### src/rtl/photon_sched_pkg.sv
// Shared constants for the photon phase-bin scheduler.
//   NBINS      : default number of phase-bin detector lines
//   CNT_W      : default width of each per-bin hit counter
//   WIN_W      : default width of the acquisition window length
//   ARM_CYCLES : settle time for the edge-detector veto before counting starts
//   ST_*       : scheduler state encoding
package photon_sched_pkg;

   localparam int NBINS      = 10;
   localparam int CNT_W      = 16;
   localparam int WIN_W      = 24;
   localparam int ARM_CYCLES = 4;
   localparam int ARM_W      = (ARM_CYCLES > 1) ? $clog2(ARM_CYCLES) : 1;

   localparam logic [1:0] ST_IDLE    = 2'd0;
   localparam logic [1:0] ST_ARM     = 2'd1;
   localparam logic [1:0] ST_ACQUIRE = 2'd2;
   localparam logic [1:0] ST_REPORT  = 2'd3;

endpackage

### src/rtl/photon_bin_scheduler_sat_counter.sv
// Saturating up-counter used for each phase bin and for the multi-hit tally.
//   clk   : clock
//   rstn  : asynchronous active-low reset
//   clr   : synchronous clear (wins over inc)
//   inc   : add one, unless already at all-ones
//   count : current value
module sat_counter #(
   parameter int W = 16
) (
   input  logic         clk,
   input  logic         rstn,
   input  logic         clr,
   input  logic         inc,
   output logic [W-1:0] count
);

   logic [W-1:0] count_reg;

   always_ff @(posedge clk or negedge rstn) begin
      if (!rstn) begin
         count_reg <= '0;
      end else if (clr) begin
         count_reg <= '0;
      end else if (inc && (count_reg != '1)) begin
         count_reg <= count_reg + W'(1);
      end
   end

   assign count = count_reg;

endmodule

### src/rtl/photon_bin_scheduler.sv
// Photon phase-bin scheduler: arms the edge-detector veto, counts detector
// pulses per phase bin over a programmed window, then reads the NBINS bin
// counts plus a multi-hit count out over a valid/ready handshake.
//   clk, rstn            : clock, asynchronous active-low reset
//   start, abort         : run request / cancel
//   window_len, veto_cfg : run configuration, captured on an accepted start
//   det                  : per-bin detection pulses
//   veto_last            : veto configuration of the latest accepted run
//   busy, done           : run in progress / one-cycle completion pulse
//   rd_valid, rd_ready   : readout handshake
//   rd_bin, rd_count     : readout index (NBINS = multi-hit) and its count
//   rd_last              : final readout word
module photon_bin_scheduler #(
   parameter int NBINS = photon_sched_pkg::NBINS,
   parameter int CNT_W = photon_sched_pkg::CNT_W,
   parameter int WIN_W = photon_sched_pkg::WIN_W
) (
   input  logic             clk,
   input  logic             rstn,
   input  logic             start,
   input  logic             abort,
   input  logic [WIN_W-1:0] window_len,
   input  logic [2:0]       veto_cfg,
   input  logic [NBINS-1:0] det,
   output logic [2:0]       veto_last,
   output logic             busy,
   output logic             done,
   output logic             rd_valid,
   input  logic             rd_ready,
   output logic [3:0]       rd_bin,
   output logic [CNT_W-1:0] rd_count,
   output logic             rd_last
);

   import photon_sched_pkg::*;

   localparam logic [3:0] LAST_IDX = 4'(NBINS);

   logic [1:0]       state_reg;
   logic [ARM_W-1:0] arm_cnt_reg;
   logic [WIN_W-1:0] win_cnt_reg;   // cycles of ACQUIRE still to run
   logic [2:0]       veto_reg;
   logic [3:0]       rd_bin_reg;
   logic             done_reg;
   logic             accept;
   logic             acquire;
   logic [NBINS:0]   inc;
   logic [CNT_W-1:0] cnt_arr [NBINS+1];

   assign accept  = (state_reg == ST_IDLE) && start && !abort && (window_len != '0);
   assign acquire = (state_reg == ST_ACQUIRE);

   generate
      for (genvar gi = 0; gi < NBINS; gi++) begin : g_bin_inc
         assign inc[gi] = acquire && det[gi];
      end
   endgenerate

   // Clearing the lowest set bit leaves something only if two or more bits were set.
   assign inc[NBINS] = acquire && ((det & (det - NBINS'(1))) != '0);

   // Counters clear on the accepting edge, so they are zero when ARM begins.
   generate
      for (genvar gi = 0; gi <= NBINS; gi++) begin : g_cnt
         sat_counter #(.W(CNT_W)) u_cnt (
            .clk   (clk),
            .rstn  (rstn),
            .clr   (accept),
            .inc   (inc[gi]),
            .count (cnt_arr[gi])
         );
      end
   endgenerate

   always_ff @(posedge clk or negedge rstn) begin
      if (!rstn) begin
         state_reg   <= ST_IDLE;
         arm_cnt_reg <= '0;
         win_cnt_reg <= '0;
         veto_reg    <= '0;
         rd_bin_reg  <= '0;
         done_reg    <= 1'b0;
      end else begin
         done_reg <= 1'b0;
         case (state_reg)
            ST_IDLE: begin
               if (accept) begin
                  state_reg   <= ST_ARM;
                  win_cnt_reg <= window_len;
                  veto_reg    <= veto_cfg;
                  arm_cnt_reg <= '0;
               end
            end
            ST_ARM: begin
               if (abort) begin
                  state_reg <= ST_IDLE;
               end else if (arm_cnt_reg == ARM_W'(ARM_CYCLES - 1)) begin
                  state_reg <= ST_ACQUIRE;
               end else begin
                  arm_cnt_reg <= arm_cnt_reg + ARM_W'(1);
               end
            end
            ST_ACQUIRE: begin
               // Down-count stops at 1, so a full-scale window never wraps.
               if (abort) begin
                  state_reg <= ST_IDLE;
               end else if (win_cnt_reg == WIN_W'(1)) begin
                  state_reg  <= ST_REPORT;
                  rd_bin_reg <= '0;
               end else begin
                  win_cnt_reg <= win_cnt_reg - WIN_W'(1);
               end
            end
            ST_REPORT: begin
               if (abort) begin
                  state_reg <= ST_IDLE;
               end else if (rd_ready) begin
                  if (rd_bin_reg == LAST_IDX) begin
                     state_reg <= ST_IDLE;
                     done_reg  <= 1'b1;
                  end else begin
                     rd_bin_reg <= rd_bin_reg + 4'd1;
                  end
               end
            end
            default: state_reg <= ST_IDLE;
         endcase
      end
   end

   // Counts are frozen in REPORT, so a plain mux holds rd_count steady on stalls.
   always_comb begin
      rd_count = '0;
      for (int i = 0; i <= NBINS; i++) begin
         if (rd_bin_reg == 4'(i)) begin
            rd_count = cnt_arr[i];
         end
      end
   end

   assign rd_valid  = (state_reg == ST_REPORT);
   assign rd_bin    = rd_bin_reg;
   assign rd_last   = rd_valid && (rd_bin_reg == LAST_IDX);
   assign busy      = (state_reg != ST_IDLE);
   assign done      = done_reg;
   assign veto_last = veto_reg;

endmodule

### config.mk
export PLATFORM = sky130hd
export DESIGN_NAME = photon_bin_scheduler
export DESIGN_NICKNAME = d
export VERILOG_FILES = /design/src/rtl/photon_sched_pkg.sv /design/src/rtl/photon_bin_scheduler_sat_counter.sv /design/src/rtl/photon_bin_scheduler.sv
export SDC_FILE = /design/constraint.sdc
export NUM_CORES = 1
export LEC_CHECK = 0
export BUFFER_PORTS_ARGS = -buffer_cell sky130_fd_sc_hd__buf_2
export CAP_MARGIN = 5
export CORE_UTILIZATION = 57
export CTS_BUF_LIST = sky130_fd_sc_hd__clkbuf_16
export DETAILED_ROUTE_END_ITERATION = 7
export PLACE_DENSITY = 0.77
export SKIP_LAST_GASP = 1
export SYNTH_ARGS = -nofsm -noshare
export SYNTH_HDL_FRONTEND = slang
export SYNTH_HIERARCHICAL = 1
export SYNTH_SLANG_ARGS = --single-unit
### constraint.sdc
create_clock -name clk -period 2.5 [get_ports clk]
set_input_delay 0.25 -clock clk [delete_from_list [all_inputs] [get_ports clk]]
set_output_delay 0.25 -clock clk [all_outputs]
set_load 0.02 [all_outputs]
==> impl_metrics.toml, run 1 <==
[status]
status = "complete, but fails checks"
violations = "negative setup slack"

[sta]
finalCritPeriodShare_pct = 119
fin_hold_ws_ps = 24.9
drv_slew = 0
rsz0062_at_grt = "true"
worst_slack_ps = -482
setup_viol = 16
hold_viol = 0
period_needed_ps = 2980
slew_headroom_pct = 51.9
clock.fmax_mhz = 335
max_slew.worst_pin.slew_ps = 715
timing.setup.tns_ps = -6810
finClkSkew_ps = 7.51

[layout]
diodes = 0
fin_nets = 1769
final_layout_size_suffix_gt1_share_pct = 22.1
largest_reg_flops = 176
utilization_pct = 69.1
syn_to_final_growth_pct = 17.8
fin_area_um2 = 17000

[detailed_routing]
wl_um = 43500
drt_iter0_markers = 1735
wl_met1_um = 18600
vias = 14300
post-route-drc-count = 0
viasPerCell = 6.96
wl_per_cell_um = 21.2
dr.pass1.iters = 6
wl_met2_um = 20200
highest_layer = "met5"
dr_wl_met3_um = 3180
ant_nets = 0

[synthesis]
synthArstFlopShare_pct = 100
ys_types = 64
syn_area_per_cell_um2 = 8.87
yosys_register_bits = 212
yosys_most_used_dff = "dfrtp_1"
yosys_warnings = 6
syn_nets = 1683
synth-edff-count = 0
ys_seq_area_share_pct = 36.9
synth_area_um2 = 14400
postSynthCellCount = 1623

[worst_setup_path]
r2r_cells = 5
rrSetupSlack_ps = 60
r2r-end = "state_reg[0]"
critPathKind = "reg2out"
end_kind = "output port"
cp.required_ps = 2250
reg2reg_from = "win_cnt_reg[19]"
cp-start-kind = "flip-flop"
crit_path_max_fanout = 17
cp.arrival_ps = 2730

[global_routing]
grt_pass1_vias = 13300
antenna_found_initial = 1
grt_use_total_pct = 33.8
grt_start_max_net_pins = 70
grt_overflow = 0
grt_pass1_wl_um = 71200

[placed_design]
hpwl_um = 30300
gp_congestion = 0.965
place_area_um2 = 15600
io_buffers = 68

[power]
finalPower_mw = 13.6
vdd_drop_max_mv = 0.865
power.leakage_nw = 6.81
p_per_area_nw_per_um2 = 804

[run]
drv_cap = 0

[clocking]
clock_path_buffers = 3
cts_buffers = 25
cts_tree = "built"
clock_sinks = 212
htree_levels = 1
clock-root-buffer = "clkbuf_16"
clk-insertion-delay-late_ps = 540
cts.reportedPaths.clkPinSlew_ps = 60

[worst_hold_path]
hold_depth = 3
hold_class = "in2reg"
worstHoldStart = "window_len[11]"
holdPathEnd = "win_cnt_reg[11]"

[floorplan]
die_area_um2 = 25900
dieHeight_um = 161
die_x_um = 161
core_um2 = 24500
ioPinCount = 69
initial_utilization_pct = 58.7
rows = 57
-- critical path, stage by stage, from the launching register on --
cell	delay (ps)
dfrtp_2	390
buf_6	140
inv_6	40
ha_4	150
buf_4	190
a221o_1	370
a21oi_4	220
o32ai_4	120
o211ai_1	230
a211oi_2	150
buf_4	180
-- through the flow --
step | worst slack, ps | cells
finish | -482 | 2051
global route | -517 | 2051
CTS | -439 | 2051
detailed placement | -128 | 1994
global placement | -82.6 | 1994
floorplan | -101 | 1623
-- worst max-delay path by stage --
| stage | startpoint | end | slack, ps | cells after the start |
|---|---|---|---|---|
| 2_1_floorplan | rd_bin[1] | rd_count[15] | -100 | 8 |
| 3_3_place_gp | rd_bin[0] | rd_count[6] | -80 | 7 |
| 3_5_place_dp | rd_bin[1] | rd_count[9] | -130 | 10 |
| 4_1_cts | rd_bin[0] | rd_count[9] | -440 | 11 |
| 5_1_grt | rd_bin[0] | rd_count[9] | -520 | 11 |
| 6_report | rd_bin[0] | rd_count[9] | -480 | 10 |
-- cells in the mapped netlist, types with 15 or more instances --
master,count,area share (%)
dfrtp_1,212,37
a21oi_1,157,5.5
nand2_1,100,2.6
clkbuf_1,88,2.3
o31ai_1,82,4.3
nor2_1,80,2.1
nand4_1,70,3.0
nor2b_1,67,2.9
nor4_1,66,2.9
or4_1,61,3.2
mux2_1,44,3.4
o22ai_1,44,1.9
inv_1,42,1.1
nand3_1,41,1.4
o21ai_1,34,1.2
nor3_1,33,1.1
o21ai_0,31,1.1
or3_1,27,1.2
and3_1,24,1.0
and4_2,22,1.5
or4_2,22,1.3
ha_1,18,1.6
o211ai_1,17,0.89
o2bb2ai_1,17,1.0
a221oi_1,16,0.97
a211oi_1,15,0.78
a221o_1,15,1.0
nand3b_1,15,0.78
o21a_1,15,0.78
o32ai_1,15,0.91
-- logic make-up after synthesis --
kind of cell	synth area share, %
adder cells (fa/ha/maj)	1.63
buffers and inverters	4.58
AND/OR/NAND/NOR	29.4
AO/OA/AOI/OAI	23.7
flip-flops	36.9
multiplexers	3.82
-- cells in the final DEF (no fill, tap or decap), types with 15 or more instances in the layout --
cell type / count
mux2_1: 44
a21oi_1: 146
a211oi_2: 26
a221o_1: 15
nand4_1: 70
nand3_1: 41
buf_12: 17
clkbuf_16: 25
o21a_1: 15
dfrtp_1: 211
or4_1: 60
nor4_1: 65
o21ai_1: 34
or4_2: 22
o21ai_0: 31
nor2b_1: 64
o22ai_1: 44
buf_2: 50
and4_2: 22
or3_1: 26
o31ai_1: 81
o2bb2ai_1: 17
nand3b_1: 15
buf_4: 84
nor2_1: 79
o211ai_1: 17
inv_1: 41
nand2_1: 100
and3_1: 24
nor3_1: 32
-- per-layer routing --
layer	track usage (%)	vias to the layer above
li1	-	6581
met1	47.9	6937
met2	53.1	646
met3	4.98	114
met4	11.0	2
met5	0	-
-- power breakdown --
part	internal, mW	switching (mW)	total, mW
logic	2.45	3.41	5.86
registers	3.87	0.582	4.45
clock network	1.81	1.50	3.31
-- what timing repair did --
item,4_1_cts,5_1_grt
hold endpoints to repair,68,0
setup endpoints to repair,17,19
hold buffers,5,0
resized for setup,80,24
cloned,1,0
pin swaps,34,24
buffers inserted,6,0
-- final cells by class --
type	instances	area, um2
clock buffers	25	626
flip-flops and latches	212	5310
repair buffers	168	1430
clock inverters	20	98.8
fillers	1925	7570
multi-input cells	1259	8910
well taps	324	405
inverters	43	176
No activity file was read; power rests on OpenSTA's default activity.
==> run 2: changes to the inputs <==
CORE_ASPECT_RATIO = 1.1   (was default)
==> impl_metrics.toml, run 2 (same netlist as run 1, synthesis figures left out) <==
[status]
status = "complete, but fails checks"
violations = "negative setup slack"

[worst_setup_path]
critPathKind = "reg2out"
crit_path_max_fanout = 7
crit_cells = 8
cp-start-kind = "flip-flop"
r2r_cells = 7
critPathCapture = "rd_count[6]"
cp.required_ps = 2250
worst_path_max_delay_cell = "dfrtp_2"
path_common_cell = "buf_4"
crit_chain = "ha_4 -> or3_4 -> buf_6 -> o32ai_2 -> buf_4 -> o211ai_1 -> a211oi_2 -> buf_4"
cp_num_buf_inv = 3
crit_start = "rd_bin[0]"
crit_family = "compound AO/OA/AOI/OAI gates"
reg2reg_from = "state_reg[0]"
r2r-end = "g_cnt[2].u_cnt/count[6]"
cp.arrival_ps = 2800
end_kind = "output port"
rrSetupSlack_ps = 0
max_stage_delay_ps = 470

[layout]
multi_input_area_um2 = 8910
regArea_um2 = 5310
fin_area_um2 = 17100
largest_reg_flops = 176
final_layout_size_suffix_gt1_share_pct = 22.5
syn_to_final_growth_pct = 19.1
fin_cells = 2050
diodes = 0
fin_nets = 1782
final_cell_mix = "dfrtp_1 (210), a21oi_1 (145), nand2_1 (100)"
n_fill_cell = 1903
final_common_cell = "dfrtp_1"

[clocking]
clk-insertion-delay-late_ps = 540
clock_path_buffers = 3
cts_tree = "built"
htree_levels = 1
clock_sinks = 212
clock-root-buffer = "clkbuf_16"
cts.reportedPaths.clkPinSlew_ps = 60
cts_buffers = 26

[sta]
rsz0062_at_grt = "true"
finClkSkew_ps = 15.4
period_needed_ps = 3050
max_slew.worst_pin.slew_ps = 648
finalCritPeriodShare_pct = 122
worst_slack_ps = -553
drv_slew = 0
slew_headroom_pct = 56.8
timing.setup.tns_ps = -7460
clock.fmax_mhz = 328
hold_viol = 0
setup_viol = 16

[floorplan]
die_area_um2 = 25900
initial_utilization_pct = 58.5
ioPinCount = 69
dieHeight_um = 169
core_um2 = 24600
rows = 60
die_x_um = 154

[global_routing]
grt_use_total_pct = 33.3
grt_start_max_net_pins = 113
grt_pass1_wl_um = 70200
antenna_found_initial = 0
grt_pass1_vias = 13400
grt_overflow = 0

[detailed_routing]
ant_nets = 0
dr.pass1.iters = 5
vias = 14400
wl_um = 43800
wl_per_cell_um = 21.3
drt_iter0_markers = 1392
viasPerCell = 7.02
post-route-drc-count = 0

[power]
finalPower_mw = 14.2
p_seq_share_pct = 31.5
p_comb_share_pct = 42.1
power.internal_mw = 8.68
power_frac_clock_pct = 26.4
vdd_drop_max_mv = 0.729
power.leakage_nw = 6.93
p_sw_mw = 5.48
swShare_pct = 38.7
p_per_area_nw_per_um2 = 826

[run]
drv_cap = 0

[worst_hold_path]
worstHoldStart = "window_len[11]"
hold_class = "in2reg"

[placed_design]
dp_cells = 1982
gp_congestion = 0.944
place_area_um2 = 15600
io_buffers = 68
place_ws_ps = -94.1
hpwl_um = 29300
-- run 2: routing by layer --
metal	vias up	GRT usage, %	wire (um)
met5	-	0	0
li1	6607	-	-
met2	602	53.7	20600
met1	7061	45.3	18200
met4	0	13.7	1660
met3	120	4.38	3220
-- run 2: area by class of cell --
class,count,share of cell area [%]
flip-flops and latches,212,31.0
multi-input cells,1259,52.0
clock buffers,27,3.94
repair buffers,178,8.81
inverters,43,1.04
repair inverters,2,0.0584
clock inverters,19,0.964
well taps,310,2.26
-- run 2: per-stage QoR --
step | util [%] | hold slack, ps
final | 69.6 | 31.6
after global routing | 69.6 | 36.5
after CTS | 68.5 | 16.6
after detailed placement | 63.4 | 285
after global placement | 63.4 | 285
after floorplan | - | -45.6
-- run 2: timing repair --
action                                  4_1_cts  5_1_grt
endpoints found under the hold margin        78        0
setup buffers                                 6        9
hold buffers                                  6        0
pin swaps                                    25       29
endpoints found under the setup margin       16       45
cloned                                        2        2
resized for setup                            60       39
-- run 2: power groups by stage --
| stage | Clock, mW | Sequential (mW) | Combinational [mW] |
|---|---|---|---|
| floorplan | 0 | 4.35 | 3.23 |
| global placement | 0 | 4.44 | 4.94 |
| detailed placement | 0 | 4.47 | 5.03 |
| CTS | 3.82 | 4.41 | 5.57 |
| global route | 3.95 | 4.53 | 6.38 |
| finish | 3.74 | 4.46 | 5.97 |
-- run 2: how the worst min path moves through the flow --
stage / endpoint / slack [ps] / cells past startpoint
6_report: win_cnt_reg[11] / 30 / 3
5_1_grt: win_cnt_reg[15] / 40 / 3
4_1_cts: win_cnt_reg[15] / 20 / 3
3_5_place_dp: g_cnt[4].u_cnt/count[8] / 280 / 1
2_1_floorplan: arm_cnt_reg[0] / -50 / 0
3_3_place_gp: g_cnt[4].u_cnt/count[9] / 280 / 1
-- run 2: worst reg2reg max path: stages (launching register included) --
cell	delay [ps]
dfrtp_1	400
nor2b_2	250
buf_4	200
and2_1	380
clkinvlp_4	270
buf_2	220
or4_1	510
a21oi_1	180
==> run 3: changes to the inputs <==
CORE_UTILIZATION = 56   (was 57)
PLACE_DENSITY = 0.76   (was 0.77)
SYNTH_HIERARCHICAL = default   (was 1)
==> impl_metrics.toml, run 3 <==
[detailed_routing]
wl_per_cell_um = 19.7
wl_um = 38600
ant_nets = 0
post-route-drc-count = 0
drt_iter0_markers = 1210
vias = 12500
viasPerCell = 6.37
dr.pass1.iters = 6

[synthesis]
yosys_register_bits = 212
synth-edff-count = 0
synth_area_leaders = "dfrtp_1 (41%), nor2_1 (6.2%), xor2_1 (4.5%)"
ys_seq_area_share_pct = 41.0
syn_nets = 1600
synth_common_cells = "nor2_1 (213), dfrtp_1 (212), nand2_1 (149), a21oi_1 (105), nand3_1 (84)"
synth_top_area_share_pct = 41.0
syn_area_per_cell_um2 = 8.40
synth_most_common_cell = "nor2_1"
synth.largest_area_cell = "dfrtp_1"
yosys_most_used_dff = "dfrtp_1"
postSynthCellCount = 1540
yosys_warnings = 0
ys_types = 70
synthArstFlopShare_pct = 100
synth_area_um2 = 12900

[worst_setup_path]
end_kind = "output port"
critPathCapture = "rd_count[14]"
rrSetupSlack_ps = 20
crit_cells = 9
crit_start = "rd_bin[0]"
worst_path_max_delay_cell = "dfrtp_2"
max_stage_delay_ps = 450
cp-start-kind = "flip-flop"
r2r_cells = 8
crit_chain = "ha_4 -> buf_6 -> and3b_1 -> a211oi_2 -> a211o_1 -> a21oi_2 -> o21bai_1 -> a31oi_2 -> buf_4"
cp_num_buf_inv = 2
crit_path_max_fanout = 8
cp.required_ps = 2250
crit_family = "compound AO/OA/AOI/OAI gates"
reg2reg_from = "win_cnt_reg[20]"
cp.arrival_ps = 2650
r2r-end = "win_cnt_reg[17]"
critPathKind = "reg2out"

[status]
violations = "negative setup slack"
status = "complete, but fails checks"

[layout]
n_fill_cell = 1747
multi_input_area_um2 = 7510
largest_reg_flops = 176
utilization_pct = 68.4
fin_nets = 1710
regArea_um2 = 5310
final_layout_size_suffix_gt1_share_pct = 16.3
diodes = 0
final_cell_mix = "nor2_1 (213), dfrtp_1 (209), nand2_1 (147)"
final_common_cell = "nor2_1"
syn_to_final_growth_pct = 18.4

[floorplan]
dieHeight_um = 161
ioPinCount = 69
core_um2 = 22400
die_area_um2 = 23700
rows = 57
die_x_um = 147
initial_utilization_pct = 57.7

[run]
drv_cap = 0

[global_routing]
grt_start_max_net_pins = 88
grt_use_total_pct = 31.9
grt_overflow = 0
grt_pass1_vias = 11600
antenna_found_initial = 0
grt_pass1_wl_um = 60500

[sta]
hold_viol = 0
worst_slack_ps = -402
drv_slew = 0
rsz0062_at_grt = "true"
timing.setup.tns_ps = -4340
slew_headroom_pct = 41.8
period_needed_ps = 2900
clock.fmax_mhz = 345
max_slew.worst_pin.slew_ps = 868
setup_viol = 16
finalCritPeriodShare_pct = 116
finClkSkew_ps = 9.78

[clocking]
htree_levels = 1
cts_tree = "built"
clock-root-buffer = "clkbuf_16"
cts.reportedPaths.clkPinSlew_ps = 60
clock_sinks = 212
clk-insertion-delay-late_ps = 520
clock_path_buffers = 3
cts_buffers = 24

[placed_design]
io_buffers = 68
gp_congestion = 0.995
hpwl_um = 26400
place_ws_ps = -71.0

[worst_hold_path]
hold_class = "in2reg"

[power]
vdd_drop_max_mv = 0.688
p_per_area_nw_per_um2 = 548
power.leakage_nw = 6.59
==> run 3: cell types whose count changed after synthesis, moves of 43 or more <==
| cell | delta |
|---|---|
| nor2_1 | +133 |
| o31ai_1 | -74 |
| xor2_1 | +66 |
| a21oi_1 | -52 |
| xnor2_1 | +51 |
| nand2_1 | +49 |
| nor4_1 | -49 |
| nor2b_1 | -48 |
| or4_1 | -47 |
| mux2_1 | -44 |
| nand3_1 | +43 |
==> run 3: worst reg2reg max path: stages, from the launching register on <==
cell and delay, ps:
dfrtp_1 400, or4_4 560, or4_4 520, nor3_4 210, buf_6 140, o31ai_4 90, buf_12 180, o21a_1 90
o22a_1 160
==> run 3: cell families (layout without fill, tap and decap cells) <==
| group | after synthesis | count (layout) | synth area share, % |
|---|---|---|---|
| multiplexers | 9 | 9 | 0.697 |
| adder cells (fa/ha/maj) | 19 | 19 | 1.82 |
| flip-flops | 212 | 212 | 41.0 |
| AND/OR/NAND/NOR | 705 | 705 | 26.9 |
| buffers and inverters | 113 | 237 | 3.59 |
| XOR/XNOR | 117 | 117 | 7.93 |
| AO/OA/AOI/OAI | 365 | 367 | 18.0 |
==> run 3: report_power, final <==
part	leakage (nW)	switching (mW)	internal, mW
Sequential	2.89	0.187	3.61
Combinational	3.34	0.811	0.598
Clock	0.360	1.41	1.78
Total	6.59	2.41	5.98
==> run 3: per-stage QoR <==
stage	instances	hold WS [ps]	cell area, um2	power [mW]
floorplan	1540	-45.6	13000	4.52
global placement	1888	190	14000	4.99
detailed placement	1888	191	14000	5.02
CTS	1941	13.2	15000	8.27
global route	1961	52.8	15300	8.72
finish	1961	30.5	15300	8.39
==> run 3: cell type report <==
| type | instances | share of cell area (%) |
|---|---|---|
| multi-input combinational | 1217 | 49.1 |
| clock buffer | 25 | 4.09 |
| sequential | 212 | 34.7 |
| inverter | 26 | 0.654 |
| tap | 295 | 2.41 |
| timing repair buffer | 169 | 8.69 |
| clock inverter | 17 | 0.425 |
==> run 3: timing repair <==
action | 4_1_cts | 5_1_grt
hold buffers | 6 | 0
endpoints found under the hold margin | 55 | 0
pin swaps | 12 | 22
cloned | 1 | 4
setup endpoints to repair | 17 | 36
setup buffers | 5 | 16
resized for setup | 47 | 33
==> run 3: how the worst min path moves through the flow <==
stage	slack, ps	from	end	depth (start not counted)
after floorplan	-50	rstn	arm_cnt_reg[0]	0
after detailed placement	190	rstn	g_cnt[5].u_cnt.count[11]	1
after global placement	190	rstn	g_cnt[5].u_cnt.count[11]	1
final	30	window_len[4]	win_cnt_reg[4]	3
after CTS	10	window_len[4]	win_cnt_reg[4]	3
after global routing	50	window_len[2]	win_cnt_reg[2]	3
==> run 3: metal layers <==
layer	share of wire [%]	global-route usage [%]	routed length, um	vias to the layer above
met5	0	0	0	-
met4	5.2	14.2	2020	0
met3	8.3	3.62	3200	153
met2	47	52.6	18000	645
met1	40	42.4	15300	5936
li1	-	-	-	5765
